### config.mk
export PLATFORM = sky130hd
export DESIGN_NAME = boot_loader_p_flat
export DESIGN_NICKNAME = d
export VERILOG_FILES = /design/src/rtl/boot_loader_p_if.sv /design/src/rtl/boot_loader_p.sv /design/src/flat_wrapper.sv
export SDC_FILE = /design/constraint.sdc
export NUM_CORES = 1
export LEC_CHECK = 0
export CORE_MARGIN = 4
export CORE_UTILIZATION = 42
export DETAILED_ROUTE_END_ITERATION = 10
export GPL_ROUTABILITY_DRIVEN = 0
export HOLD_SLACK_MARGIN = 0.08
export PLACE_DENSITY = 0.72
export SYNTH_ARGS = -nofsm -noshare
export SYNTH_HDL_FRONTEND = slang
export SYNTH_SLANG_ARGS = --single-unit
export TNS_END_PERCENT = 20
### constraint.sdc
create_clock -name clk -period 7.9 [get_ports clk]
set_input_delay 1.185 -clock clk [delete_from_list [all_inputs] [get_ports clk]]
set_output_delay 1.185 -clock clk [all_outputs]
set_load 0.02 [all_outputs]
### src/rtl/boot_loader_p_if.sv
// Byte-stream, transmit handshake and program-RAM port bundle of the UART boot loader.
// The master side is the loader; the slave side is the UART pair plus program RAM.
interface boot_loader_p_if #(
  parameter int unsigned DATA_W = 16,
  parameter int unsigned ADDR_W = 6
);
  logic [7:0]        rx_byte;
  logic              rx_valid;
  logic [7:0]        tx_byte;
  logic              tx_valid;
  logic              tx_ready;
  logic [DATA_W-1:0] ram_rdata;
  logic              ram_en;
  logic              ram_we;
  logic [ADDR_W-1:0] ram_adr;
  logic [DATA_W-1:0] ram_wdata;

  modport master (
    input  rx_byte, rx_valid, tx_ready, ram_rdata,
    output tx_byte, tx_valid, ram_en, ram_we, ram_adr, ram_wdata
  );

  modport slave (
    output rx_byte, rx_valid, tx_ready, ram_rdata,
    input  tx_byte, tx_valid, ram_en, ram_we, ram_adr, ram_wdata
  );
endinterface

### src/rtl/boot_loader_p.sv
// UART boot loader: assembles words from received bytes into program RAM, verifies a trailing
// checksum before releasing the core, and dumps RAM back over the transmit handshake on request.
module boot_loader_p #(
  parameter int unsigned DATA_W     = 16,
  parameter int unsigned ADDR_W     = 6,
  parameter int unsigned TX_GAP     = 18000,
  parameter int unsigned RX_TIMEOUT = 100000
) (
  input  logic            clk,
  input  logic            rst,
  input  logic            ce,
  input  logic            scan_memory,
  boot_loader_p_if.master bus,
  output logic            boot,
  output logic            load_err,
  output logic            dump_done
);

  localparam int unsigned BYTES = DATA_W / 8;
  localparam int unsigned IDX_W = (BYTES > 1) ? $clog2(BYTES) : 1;
  localparam int unsigned GAP_W = (TX_GAP > 0) ? $clog2(TX_GAP + 1) : 1;
  localparam int unsigned TO_W  = (RX_TIMEOUT > 0) ? $clog2(RX_TIMEOUT + 1) : 1;

  localparam logic [ADDR_W-1:0] LAST_ADR = '1;
  localparam logic [IDX_W-1:0]  LAST_IDX = IDX_W'(BYTES - 1);
  localparam logic [GAP_W-1:0]  GAP_LAST = GAP_W'((TX_GAP > 0) ? TX_GAP - 1 : 0);
  localparam logic [TO_W-1:0]   TO_LAST  = TO_W'((RX_TIMEOUT > 0) ? RX_TIMEOUT - 1 : 0);

  typedef enum logic [3:0] {
    LOAD_WAIT,
    LOAD_WRITE,
    CHECK_WAIT,
    RUN,
    DUMP_READ,
    DUMP_LATCH,
    DUMP_SEND,
    DUMP_GAP,
    DONE
  } state_t;

  state_t            state, state_n;
  logic [ADDR_W-1:0] wr_ptr, rd_ptr;
  logic [IDX_W-1:0]  byte_cnt, tx_idx;
  logic [TO_W-1:0]   idle_cnt;
  logic [GAP_W-1:0]  gap_cnt;
  logic [DATA_W-1:0] word, shreg;
  logic [7:0]        sum, word_sum, chk_total;

  logic accept, word_done, tx_last;

  // Only the two load states listen to the byte stream; CHECK_WAIT takes its byte separately.
  assign accept    = ce && bus.rx_valid && (state == LOAD_WAIT || state == LOAD_WRITE);
  assign word_done = accept && (byte_cnt == LAST_IDX);
  assign chk_total = sum + bus.rx_byte;
  assign tx_last   = bus.tx_ready && (tx_idx == LAST_IDX);

  always_comb begin
    word_sum = '0;
    for (int unsigned i = 0; i < BYTES; i++) begin
      word_sum = word_sum + word[i*8 +: 8];
    end
  end

  always_ff @(posedge clk or posedge rst) begin
    if (rst) begin
      state <= LOAD_WAIT;
    end else if (ce) begin
      state <= state_n;
    end
  end

  always_comb begin
    state_n       = state;
    bus.ram_en    = 1'b0;
    bus.ram_we    = 1'b0;
    bus.ram_adr   = '0;
    bus.ram_wdata = '0;
    bus.tx_valid  = 1'b0;
    bus.tx_byte   = '0;
    boot          = 1'b1;
    dump_done     = 1'b0;

    unique case (state)
      LOAD_WRITE: begin
        bus.ram_en    = 1'b1;
        bus.ram_we    = 1'b1;
        bus.ram_adr   = wr_ptr;
        bus.ram_wdata = word;
      end
      RUN:        boot = 1'b0;
      DUMP_READ: begin
        bus.ram_en  = 1'b1;
        bus.ram_adr = rd_ptr;
      end
      DUMP_SEND: begin
        bus.tx_valid = 1'b1;
        bus.tx_byte  = shreg[DATA_W-1 -: 8];
      end
      DONE: begin
        boot      = 1'b0;
        dump_done = 1'b1;
      end
      default: ;
    endcase

    unique case (state)
      LOAD_WAIT:  if (word_done) state_n = LOAD_WRITE;
      LOAD_WRITE: state_n = (wr_ptr == LAST_ADR) ? CHECK_WAIT : LOAD_WAIT;
      CHECK_WAIT: if (bus.rx_valid) state_n = (chk_total == 8'd0) ? RUN : LOAD_WAIT;
      RUN:        if (scan_memory) state_n = DUMP_READ;
      DUMP_READ:  state_n = DUMP_LATCH;
      DUMP_LATCH: state_n = DUMP_SEND;
      DUMP_SEND: begin
        if (tx_last) begin
          if (rd_ptr == LAST_ADR) state_n = DONE;
          else if (TX_GAP == 0)   state_n = DUMP_READ;
          else                    state_n = DUMP_GAP;
        end
      end
      DUMP_GAP:   if (gap_cnt == GAP_LAST) state_n = DUMP_READ;
      DONE:       state_n = DONE;
      default:    state_n = LOAD_WAIT;
    endcase
  end

  always_ff @(posedge clk or posedge rst) begin
    if (rst) begin
      wr_ptr   <= '0;
      rd_ptr   <= '0;
      byte_cnt <= '0;
      idle_cnt <= '0;
      word     <= '0;
      sum      <= '0;
      shreg    <= '0;
      tx_idx   <= '0;
      gap_cnt  <= '0;
      load_err <= 1'b0;
    end else if (ce) begin
      // A partial word older than RX_TIMEOUT idle cycles is dropped.
      if (accept) begin
        word     <= (word << 8) | DATA_W'(bus.rx_byte);
        idle_cnt <= '0;
        byte_cnt <= word_done ? '0 : byte_cnt + 1'b1;
      end else if (byte_cnt != '0) begin
        if (idle_cnt == TO_LAST) begin
          byte_cnt <= '0;
          idle_cnt <= '0;
        end else begin
          idle_cnt <= idle_cnt + 1'b1;
        end
      end

      unique case (state)
        LOAD_WRITE: begin
          sum <= sum + word_sum;
          if (wr_ptr != LAST_ADR) wr_ptr <= wr_ptr + 1'b1;
        end
        CHECK_WAIT: begin
          if (bus.rx_valid) begin
            if (chk_total == 8'd0) begin
              load_err <= 1'b0;
            end else begin
              load_err <= 1'b1;
              wr_ptr   <= '0;
              sum      <= '0;
              byte_cnt <= '0;
            end
          end
        end
        RUN: if (scan_memory) rd_ptr <= '0;
        DUMP_LATCH: begin
          shreg  <= bus.ram_rdata;
          tx_idx <= '0;
        end
        DUMP_SEND: begin
          if (bus.tx_ready) begin
            shreg  <= shreg << 8;
            tx_idx <= tx_idx + 1'b1;
            if (tx_idx == LAST_IDX) begin
              gap_cnt <= '0;
              if (TX_GAP == 0 && rd_ptr != LAST_ADR) rd_ptr <= rd_ptr + 1'b1;
            end
          end
        end
        DUMP_GAP: begin
          if (gap_cnt == GAP_LAST) rd_ptr <= rd_ptr + 1'b1;
          else                     gap_cnt <= gap_cnt + 1'b1;
        end
        default: ;
      endcase
    end
  end

endmodule

### src/flat_wrapper.sv
// flat-port wrapper written by rule: the top's interface ports become plain ports
module boot_loader_p_flat 
#(
  parameter int unsigned DATA_W     = 16,
  parameter int unsigned ADDR_W     = 6,
  parameter int unsigned TX_GAP     = 18000,
  parameter int unsigned RX_TIMEOUT = 100000
)
  (clk, rst, ce, scan_memory, boot, load_err, dump_done, bus_rx_byte, bus_rx_valid, bus_tx_ready, bus_ram_rdata, bus_tx_byte, bus_tx_valid, bus_ram_en, bus_ram_we, bus_ram_adr, bus_ram_wdata);
  boot_loader_p_if #(.DATA_W(DATA_W), .ADDR_W(ADDR_W)) bus_i ();
  input  logic clk;
  input  logic rst;
  input  logic ce;
  input  logic scan_memory;
  output logic boot;
  output logic load_err;
  output logic dump_done;
  input wire logic [$bits(bus_i.rx_byte)-1:0] bus_rx_byte;
  input wire logic [$bits(bus_i.rx_valid)-1:0] bus_rx_valid;
  input wire logic [$bits(bus_i.tx_ready)-1:0] bus_tx_ready;
  input wire logic [$bits(bus_i.ram_rdata)-1:0] bus_ram_rdata;
  output wire logic [$bits(bus_i.tx_byte)-1:0] bus_tx_byte;
  output wire logic [$bits(bus_i.tx_valid)-1:0] bus_tx_valid;
  output wire logic [$bits(bus_i.ram_en)-1:0] bus_ram_en;
  output wire logic [$bits(bus_i.ram_we)-1:0] bus_ram_we;
  output wire logic [$bits(bus_i.ram_adr)-1:0] bus_ram_adr;
  output wire logic [$bits(bus_i.ram_wdata)-1:0] bus_ram_wdata;
  assign bus_i.rx_byte = bus_rx_byte;
  assign bus_i.rx_valid = bus_rx_valid;
  assign bus_i.tx_ready = bus_tx_ready;
  assign bus_i.ram_rdata = bus_ram_rdata;
  assign bus_tx_byte = bus_i.tx_byte;
  assign bus_tx_valid = bus_i.tx_valid;
  assign bus_ram_en = bus_i.ram_en;
  assign bus_ram_we = bus_i.ram_we;
  assign bus_ram_adr = bus_i.ram_adr;
  assign bus_ram_wdata = bus_i.ram_wdata;
  boot_loader_p #(.DATA_W(DATA_W), .ADDR_W(ADDR_W), .TX_GAP(TX_GAP), .RX_TIMEOUT(RX_TIMEOUT)) u_core (.clk(clk), .rst(rst), .ce(ce), .scan_memory(scan_memory), .bus(bus_i), .boot(boot), .load_err(load_err), .dump_done(dump_done));
endmodule
==> metrics.md <==
| Metric | Value |
|---|---|
| Status | finished clean |
| Initial Util | 0.4293 |
| R2r setup slk | about 5.0 ns |
| Vias in the first global route | 4,461 |
| CP Capture Point | bus_ram_adr[0] |
| Slew Viols, Final | 0 |
| Flops & latches, synth | between 90 and 100 |
| CTS sink count | approximately 90 |
| Final Critical Period | roughly 4.2 ns |
| Post-DP Area | 6213 µm² |
| Post-Syn Area per Cell | 8.809 µm² |
| Die W | 121.6 µm |
| Worst path cell trace | or4b_1 -> inv_1 -> a22o_1 -> clkdlybuf4s50_1 |
| Clk slew on worst S/H paths | around 0.060 ns |
| Leading cell type in the layout, fill and taps excluded | nand2_1 |
| Top Ports | between 60 and 70 |
| Highest Clock Rate | ~240 MHz |
| Setup tns final | 0 ns |
| Crit path kind | reg -> out |
| Fin area | around 6500 µm² |
| Crit-path max FO | 20 |
| Worst-Margin Slew | 1.054 ns |
| Total congestion overflow | 0 |
| Mapped cell area | 5418 µm² |
| Clk_lat worst skew | 0.34 ns |
| Post-DR vias/cell | around 5.4 |
| TritonCTS Buffers | 9 |
| Post-CTS Hold Buffers | 0 |
| Mapped Nets | about 670 |
| Setup violators final | 0 |
| Worst reg2reg path startpoint | u_core.sum[1] |
| Tot Pwr | ~2.2 mW |
| Final HPWL DP | roughly 9000 µm |
| Initial DRC Count | approximately 260 |
| Routed Wire Length | ~13,000 µm |
| Pwr Density | between 300 and 400 nW/µm² |
| Core area | 12,620 µm² |
| CP startpoint kind | flip-flop |
| Drt wl/cell | 15.04 µm |
| Most frequent cells in the layout | 110 x nand2_1, 91 x dfrtp_1, 65 x clkdlybuf4s50_1 |
| Ys async rst share | 1.000 |
| First-pass GRT wire length | 21,460 µm |
| Setup bufs post-CTS | 0 |
| CP max stage cell | or4b_1 |
| H-tree lvl count | 3 |
| Register area share after synthesis | 0.4203 |
| Core Rows | 41 |
| DIE AREA | between 10,000 and 15,000 µm² |
| Final critical-path share of the clock period | 0.5361 |
| Die Height | 121.6 µm |
| Nets | between 700 and 800 |
| Yosys warns | 0 |
| Netlist cell types | between 50 and 60 |
| Bufs on Longest Clock Path | 2 |
| Path depth of the worst reg2reg path | 9 |
| Antenna violations before repair | 0 |
| Final Hold Fails | 0 |
| Worst setup startpoint | u_core.state[1] |
| Root Buffer | clkbuf_16 |
| Vias | 4,547 |
| Critical path arrival | 3.05 ns |
| CTS tree | done |
| WP depth | 4 |
| Rel. slew slack | 0.2902 |
| Max stage delay on crit path | 0.79 ns |
| Layout area overhead | 20.53% |
| Max-Cap Viols | 0 |
| Post-cts sizing count | 0 |
| Drt pass-1 iters | 5 |
| Worst VDD drop | between 0.00015 and 0.0002 V |
| Post-DRT Antenna Nets | 0 |
| Worst min path class | reg -> reg |
| GR Util All Layers | 0.1801 |
| Port bufs | 65 |
| Cell count after synthesis | around 600 |
| RSZ-0062 raised after global routing | false |
| ANT cells | 0 |
| Crit path required time | 6.71 ns |
| CP Capture Type | primary output |
| Pleak | roughly 3.0 nW |
| EDFF count, synth | 0 |
| Critical R2R Capture | u_core.sum[7] |
| Fillers | about 1,200 |
| Largest net degree at the start of global routing | 84 |
| CP bufs+invs | 2 |
| # DRC | 0 |
| Clock Skew | ~0.0056 ns |
| Cell class contributing the biggest share of worst-path delay | buffers and inverters |
| Layout cells sized above 1 | 0.04918 |
| Ys flop type | dfrtp_1 |
layout make-up:
class                      count  area (µm²)  share of cell area
inverter                      19       72.57             0.01111
clock buffer                  12       256.5             0.03928
multi-input combinational    478        2968              0.4545
sequential                    91        2277              0.3487
timing repair buffer          69       680.7              0.1042
tap                          172       215.2             0.03296
clock inverter                 2       60.06            0.009197
how the worst min path moves through the flow:
stage	from	depth (start not counted)	endpoint
floorplan	u_core.shreg[10]	2	u_core.shreg[10]
global placement	u_core.shreg[11]	2	u_core.shreg[11]
detailed placement	u_core.shreg[10]	2	u_core.shreg[10]
CTS	u_core.shreg[10]	2	u_core.shreg[10]
global route	u_core.shreg[12]	2	u_core.shreg[12]
finish	u_core.shreg[5]	2	u_core.shreg[5]
Yosys cell counts, types with 10 or more instances:
library cell / instances / share of area
ha_1: 17 / 0.039
and2_1: 18 / 0.021
clkbuf_1: 21 / 0.015
nor2_1: 49 / 0.034
inv_1: 19 / 0.013
dfrtp_1: 91 / 0.42
o21ai_0: 55 / 0.051
nand3_1: 20 / 0.018
and3_1: 14 / 0.016
a21oi_1: 26 / 0.024
nor3_1: 12 / 0.011
nand2_1: 110 / 0.076
or3_1: 10 / 0.012
mux2i_1: 11 / 0.020
xor2_1: 16 / 0.026
xnor2_1: 13 / 0.021
metal layers:
layer  up-vias  wire [µm]  share of wire  track usage
met1      2204       5593           0.44       0.2313
met4         0        272          0.021      0.07913
li1       2238          -              -            -
met5         -          0              0            0
met2        85       6419           0.51       0.3050
met3        20        393          0.031      0.02414
state kept, by name, indices dropped and copies added (netlist names):
signal and count:
u_core.tx_idx 1, u_core.word 16, u_core.sum 8, u_core.state 4
u_core.shreg 16, u_core.load_err 1, u_core.idle_cnt 17, u_core.rd_ptr 6
u_core.gap_cnt 15, u_core.wr_ptr 6, u_core.byte_cnt 1
power breakdown:
part	switching [mW]	total, mW	internal, mW	leakage, nW
Clock	0.172	0.463	0.291	0.155
Sequential	0.161	0.767	0.606	1.16
Combinational	0.535	0.969	0.434	1.65
Total	0.868	2.20	1.33	2.96
cells by family (layout without fill, tap and decap cells):
group	count (synthesis)	count (layout)	synth area share
buffers and inverters	46	102	0.03303
adders and majority gates	26	26	0.07252
and+or+nand+nor	285	285	0.2647
muxes	14	14	0.02656
xor gates and xnor gates	29	29	0.04688
DFF	91	91	0.4203
AOI/OAI and AO/OA	124	124	0.1360
worst min-delay path: stages (launching register included):
cell and delay (ns):
dfrtp_1 0.34, nand2_1 0.05, o21ai_0 0.06
stage by stage:
step / hold slack [ns] / util / setup WS [ns] / cells
after global routing: 0.4938 / 0.5175 / 3.471 / 843
after CTS: 0.4799 / 0.5175 / 3.674 / 843
after detailed placement: 0.4660 / 0.4924 / 3.796 / 829
final: 0.4774 / 0.5175 / 3.665 / 843
after global placement: 0.4601 / 0.4924 / 3.929 / 829
after floorplan: 0.4418 / - / 4.351 / 615
(Power assumes the default switching activity.)
